File: src/rtl/loader_pkg.sv
// Shared definitions for the serial program loader: default sizes, FSM states
// and the nibble checksum helper.
package loader_pkg;

    localparam int DEPTH_DEF  = 16;
    localparam int DATA_W_DEF = 4;

    typedef enum logic [2:0] {
        IDLE,
        GET_CNT,
        GET_FN,
        GET_DD,
        WRITE,
        GET_CHK,
        DONE,
        ERR
    } state_t;

    function automatic logic [DATA_W_DEF-1:0] chk_add(input logic [DATA_W_DEF-1:0] a,
                                                      input logic [DATA_W_DEF-1:0] b);
        return a + b;
    endfunction

endpackage

File: src/rtl/program_loader.sv
// Fills the instruction memory from a COUNT/(FUNCAO,DADO)*/CHK nibble stream,
// holding the CPU idle while loading and reporting done/err when finished.
module program_loader
    import loader_pkg::*;
#(
    parameter int DEPTH  = DEPTH_DEF,
    parameter int ADDR_W = 4,
    parameter int DATA_W = DATA_W_DEF
) (
    input  logic              clk,
    input  logic              rst,
    input  logic              start,
    input  logic              in_valid,
    input  logic [DATA_W-1:0] in_data,
    output logic              in_ready,
    output logic              mem_we,
    output logic [ADDR_W-1:0] mem_addr,
    output logic [DATA_W-1:0] mem_funcao,
    output logic [DATA_W-1:0] mem_dado,
    output logic              cpu_hold,
    output logic              done,
    output logic              err
);

    // One extra bit so the word counter can hold DEPTH itself after the last word.
    localparam int CNT_W = ADDR_W + 1;

    state_t            state_reg, state_next;
    logic [CNT_W-1:0]  cnt_reg, cnt_next;
    logic [CNT_W-1:0]  addr_reg, addr_next;
    logic [DATA_W-1:0] sum_reg, sum_next;
    logic [DATA_W-1:0] fn_reg, fn_next;
    logic [ADDR_W-1:0] waddr_reg, waddr_next;
    logic [DATA_W-1:0] wfn_reg, wfn_next;
    logic [DATA_W-1:0] wdd_reg, wdd_next;
    logic              accept;

    assign in_ready = (state_reg == GET_CNT) || (state_reg == GET_FN) ||
                      (state_reg == GET_DD)  || (state_reg == GET_CHK);
    assign accept     = in_valid && in_ready;
    assign mem_we     = (state_reg == WRITE);
    assign cpu_hold   = !((state_reg == IDLE) || (state_reg == DONE) || (state_reg == ERR));
    assign done       = (state_reg == DONE);
    assign err        = (state_reg == ERR);
    assign mem_addr   = waddr_reg;
    assign mem_funcao = wfn_reg;
    assign mem_dado   = wdd_reg;

    always_ff @(posedge clk or posedge rst) begin
        if (rst) begin
            state_reg <= IDLE;
            cnt_reg   <= '0;
            addr_reg  <= '0;
            sum_reg   <= '0;
            fn_reg    <= '0;
            waddr_reg <= '0;
            wfn_reg   <= '0;
            wdd_reg   <= '0;
        end else begin
            state_reg <= state_next;
            cnt_reg   <= cnt_next;
            addr_reg  <= addr_next;
            sum_reg   <= sum_next;
            fn_reg    <= fn_next;
            waddr_reg <= waddr_next;
            wfn_reg   <= wfn_next;
            wdd_reg   <= wdd_next;
        end
    end

    always_comb begin
        state_next = state_reg;
        cnt_next   = cnt_reg;
        addr_next  = addr_reg;
        sum_next   = sum_reg;
        fn_next    = fn_reg;
        waddr_next = waddr_reg;
        wfn_next   = wfn_reg;
        wdd_next   = wdd_reg;
        case (state_reg)
            IDLE, DONE, ERR: begin
                if (start) begin
                    state_next = GET_CNT;
                    sum_next   = '0;
                    addr_next  = '0;
                end
            end
            GET_CNT: begin
                if (accept) begin
                    sum_next  = in_data;
                    addr_next = '0;
                    if (in_data == '0) begin
                        cnt_next   = CNT_W'(DEPTH);
                        state_next = GET_FN;
                    end else if (int'(in_data) > DEPTH) begin
                        state_next = ERR;
                    end else begin
                        cnt_next   = CNT_W'(in_data);
                        state_next = GET_FN;
                    end
                end
            end
            GET_FN: begin
                if (accept) begin
                    fn_next    = in_data;
                    sum_next   = chk_add(sum_reg, in_data);
                    state_next = GET_DD;
                end
            end
            GET_DD: begin
                // The write port registers are loaded together so they change only with the strobe.
                if (accept) begin
                    sum_next   = chk_add(sum_reg, in_data);
                    waddr_next = addr_reg[ADDR_W-1:0];
                    wfn_next   = fn_reg;
                    wdd_next   = in_data;
                    state_next = WRITE;
                end
            end
            WRITE: begin
                addr_next = addr_reg + CNT_W'(1);
                if (addr_reg + CNT_W'(1) == cnt_reg) begin
                    state_next = GET_CHK;
                end else begin
                    state_next = GET_FN;
                end
            end
            GET_CHK: begin
                if (accept) begin
                    if (chk_add(sum_reg, in_data) == '0) begin
                        state_next = DONE;
                    end else begin
                        state_next = ERR;
                    end
                end
            end
            default: state_next = IDLE;
        endcase
    end

endmodule

File: config.mk
export PLATFORM = sky130hd
export DESIGN_NAME = program_loader
export DESIGN_NICKNAME = d
export VERILOG_FILES = /design/src/rtl/loader_pkg.sv /design/src/rtl/program_loader.sv
export SDC_FILE = /design/constraint.sdc
export NUM_CORES = 1
export LEC_CHECK = 0
export BUFFER_PORTS_ARGS = -buffer_cell sky130_fd_sc_hd__buf_2
export CAP_MARGIN = 25
export CORE_MARGIN = 8
export CORE_UTILIZATION = 40
export DETAILED_ROUTE_END_ITERATION = 12
export GPL_TIMING_DRIVEN = 0
export PLACE_DENSITY_LB_ADDON = 0.2
export RECOVER_POWER = 50
export SYNTH_ARGS = -nofsm -noshare
export SYNTH_HDL_FRONTEND = slang
export SYNTH_SLANG_ARGS = --single-unit
File: constraint.sdc
create_clock -name clk -period 3.6 [get_ports clk]
set_input_delay 0.72 -clock clk [delete_from_list [all_inputs] [get_ports clk]]
set_output_delay 0.72 -clock clk [all_outputs]
set_load 0.01 [all_outputs]
==> summary.txt <==
Worst setup path
  – Worst-path fanout max: 10
  – WP data required: 2.88 ns
  – CP Launch Type: register
  – RR Startpoint: state_reg[2]$_DFFE_PP0P_
  – Crit Path Category: reg2out
  – Worst setup startpoint: state_reg[2]$_DFFE_PP0P_
  – Crit end category: output port
  – CP arrival: 1.81 ns

Detailed routing
  – Drc violations: 0
  – Vias/cell: 5.32
  – Post-DR wirelength/cell: 15.9 um
  – DRT Pass-1 Iters: 4
  – Initial DRC Count: 82
  – Antenna-violating nets left: 0
  – Routed via count: 1262
  – Post-Route WL: 3770 um

GRT
  – First-pass GRT wire length: 6240 um
  – Largest net degree at the start of global routing: 26
  – Vias in the first global route: 1318
  – Busiest grt layer: met2
  – GR Layer Usage met2: 19.3%
  – Routing usage on met3: 3.57%
  – Grt total ovfl: 0
  – All-Layer GR Usage: 12.1%
  – Antenna violations before repair: 0
  – Routing usage on met1: 14.7%

Final layout
  – Diodes inserted: 0
  – Proportion of layout cells with a drive suffix above 1: 28.6%
  – Fin cells: 237
  – Net count reported at finish: 197
  – Layout area overhead: 13.2%

Yosys
  – Simple-Gate Fraction of Synth Area: 12.9%
  – Post-synthesis cell type count: 48
  – Synth Flop Type: dfrtp_1
  – Syn Area/Cell: 11.6 um^2
  – Async SR Flop Fraction: 100%
  – Post-Syn Nets: 166
  – Syn Inst Count: 153
  – Sequential area share after synthesis: 46.4%
  – Post-synth EDFFs: 0
  – Syn Std Cell Area: 0.00178 mm^2
  – Post-synthesis adder-cell area fraction: 3.94%
  – Multiplexer share of the synthesized area: 14.6%
  – Xor/xnor share of the synthesized area: 6.19%
  – Largest family of logic cells by synthesized area: multiplexers
  – Compound-Gate Fraction of Synth Area: 11.7%
  – Yosys warns: 0
  – Number of synthesized register bits: 33

Die
  – Initial core utilization: 41.1%
  – Die Height: 82.7 um
  – I/O pins: 25
  – Die X: 82.7 um
  – FP Rows: 24
  – Core Region: 0.00432 mm^2
  – Die Area: 0.00684 mm^2

STA
  – Min Tclk post-route: 2.53 ns
  – Tcrit/Tclk final: 70.2%
  – Slew Limit Fails: 0
  – Worst Clk Skew: 0.00501 ns
  – Unrepaired setup endpoints after global routing: false
  – Count of final setup violators: 0
  – Final hold vios: 0
  – Slew @ Worst Pin: 1.30 ns
  – Fmax: 396 MHz
  – Worst rel slew slack: 13.4%
  – Setup TNS: 0 ns

Place
  – GPL Wtd Cong: 0.807
  – Placed wire-length estimate: 2860 um
  – Cells after DPL: 229
  – Port Buf Inserts: 23

Clock network
  – CTS H-tree depth: 2
  – CTS clk-pin slew, worst paths: 0.06 ns
  – CTS tree: yes
  – Clock Sinks: 33
  – PostCTS Resize Cnt: 0
  – Clock tree buffer depth: 2
  – Number of CTS-inserted buffers: 5
  – Clock Latency Late Sink: 0.28 ns
  – Root Driver: clkbuf_8
  – Post-CTS setup buffer count: 0
  – Post-CTS Hold Buffers: 0

Hold path
  – Hold Crit Class: in2async

Power and ir drop
  – Leak: 0.939 nW
  – Worst vdd ir: 0.387 mV
  – P per Cell Area: 816 mW/mm^2

Run status
  – Status: finished clean

Flow run
  – Max-Cap Viols: 0
-- cell type report --
| class | instances | area (um^2) |
|---|---|---|
| plain buffers | 6 | 35.0 |
| clock buffers | 6 | 72.6 |
| clock inverters | 2 | 10.0 |
| fillers | 431 | 2310 |
| inverters | 7 | 26.3 |
| multi-input cells | 107 | 865 |
| flip-flops and latches | 33 | 826 |
| well taps | 52 | 65.1 |
| repair buffers | 24 | 115 |
-- stage by stage --
stage	power [W]	setup WS (ns)	area [um^2]	util (%)	hold WS, ns
global placement	0.00138	1.18	1960	45.3	0.458
detailed placement	0.00142	1.10	1990	45.9	0.476
global route	0.00178	0.937	2010	46.6	0.416
CTS	0.00169	1.23	2070	47.9	0.433
finish	0.00164	1.07	2010	46.6	0.384
floorplan	0.00120	1.52	1780	-	0.454
-- logic make-up (layout without fill, tap and decap cells) --
group	count (synthesis)	count (layout)
AOI/OAI and AO/OA	29	29
xor gates and xnor gates	11	11
adders and majority gates	5	5
buffers and inverters	13	45
DFF	33	33
muxes	23	23
and+or+nand+nor	39	39
-- cells in the final DEF (no fill, tap or decap), types with 3 or more instances in the layout --
| cell type | synthesis | layout |
|---|---|---|
| a21oi_1 | 4 | 4 |
| buf_2 | 1 | 21 |
| clkbuf_1 | 1 | 8 |
| clkbuf_8 | 0 | 5 |
| dfrtp_1 | 33 | 33 |
| ha_1 | 4 | 4 |
| inv_1 | 6 | 6 |
| mux2_1 | 7 | 7 |
| mux2_2 | 13 | 13 |
| nand2_1 | 13 | 13 |
| nand3_1 | 3 | 4 |
| nor2_1 | 8 | 8 |
| nor3_1 | 3 | 3 |
| o21ai_0 | 8 | 8 |
| xnor2_1 | 4 | 4 |
| xor2_1 | 6 | 6 |
-- metal layers --
metal / up-vias / part of all wire [%] / routed length, um
li1: 602 / - / -
met2: 29 / 49 / 1840
met4: 0 / 1.6 / 62
met1: 626 / 45 / 1680
met3: 5 / 4.8 / 181
met5: - / 0 / 0
-- power breakdown --
group / switching, W / leakage (nW) / internal, W
clock network: 0.000131 / 0.0450 / 0.000134
logic: 0.000397 / 0.478 / 0.000356
registers: 0.000108 / 0.417 / 0.000518
total: 0.000637 / 0.939 / 0.00101
-- final timing paths --
check / endpoint / slack [ns] / cells past startpoint
min reg2reg: mem_funcao[0]$_DFFE_PP0P_ / 0.49 / 1
min: mem_addr[2]$_DFFE_PP0P_ / 0.38 / 2
max in group asynchronous: mem_dado[0]$_DFFE_PP0P_ / 1.71 / 3
max reg2reg: mem_funcao[2]$_DFFE_PP0P_ / 1.46 / 5
min in group clk: mem_funcao[0]$_DFFE_PP0P_ / 0.49 / 1
max: mem_we / 1.07 / 5
-- cells in the mapped netlist, drive strengths merged, types with 2 or more instances --
library cell / count / area [um^2]
ha: 4 / 50.1
nor3: 3 / 15.0
dfrtp: 33 / 826
a211oi: 2 / 15.0
xor2: 6 / 52.6
nand2: 14 / 55.1
mux2i: 2 / 20.0
inv: 7 / 26.3
nor2: 10 / 47.6
xnor2: 4 / 35.0
nand3: 4 / 32.5
o21ai: 10 / 50.1
buf: 5 / 46.3
mux2: 21 / 240
a21boi: 2 / 15.0
a21oi: 5 / 28.8
-- critical path, cell delays in order (launching register included) --
cell,delay [ns]
dfrtp_1,0.32
clkbuf_1,0.29
clkbuf_1,0.37
nand2_1,0.25
inv_2,0.15
buf_2,0.15
No activity file was read; power rests on OpenSTA's default activity.
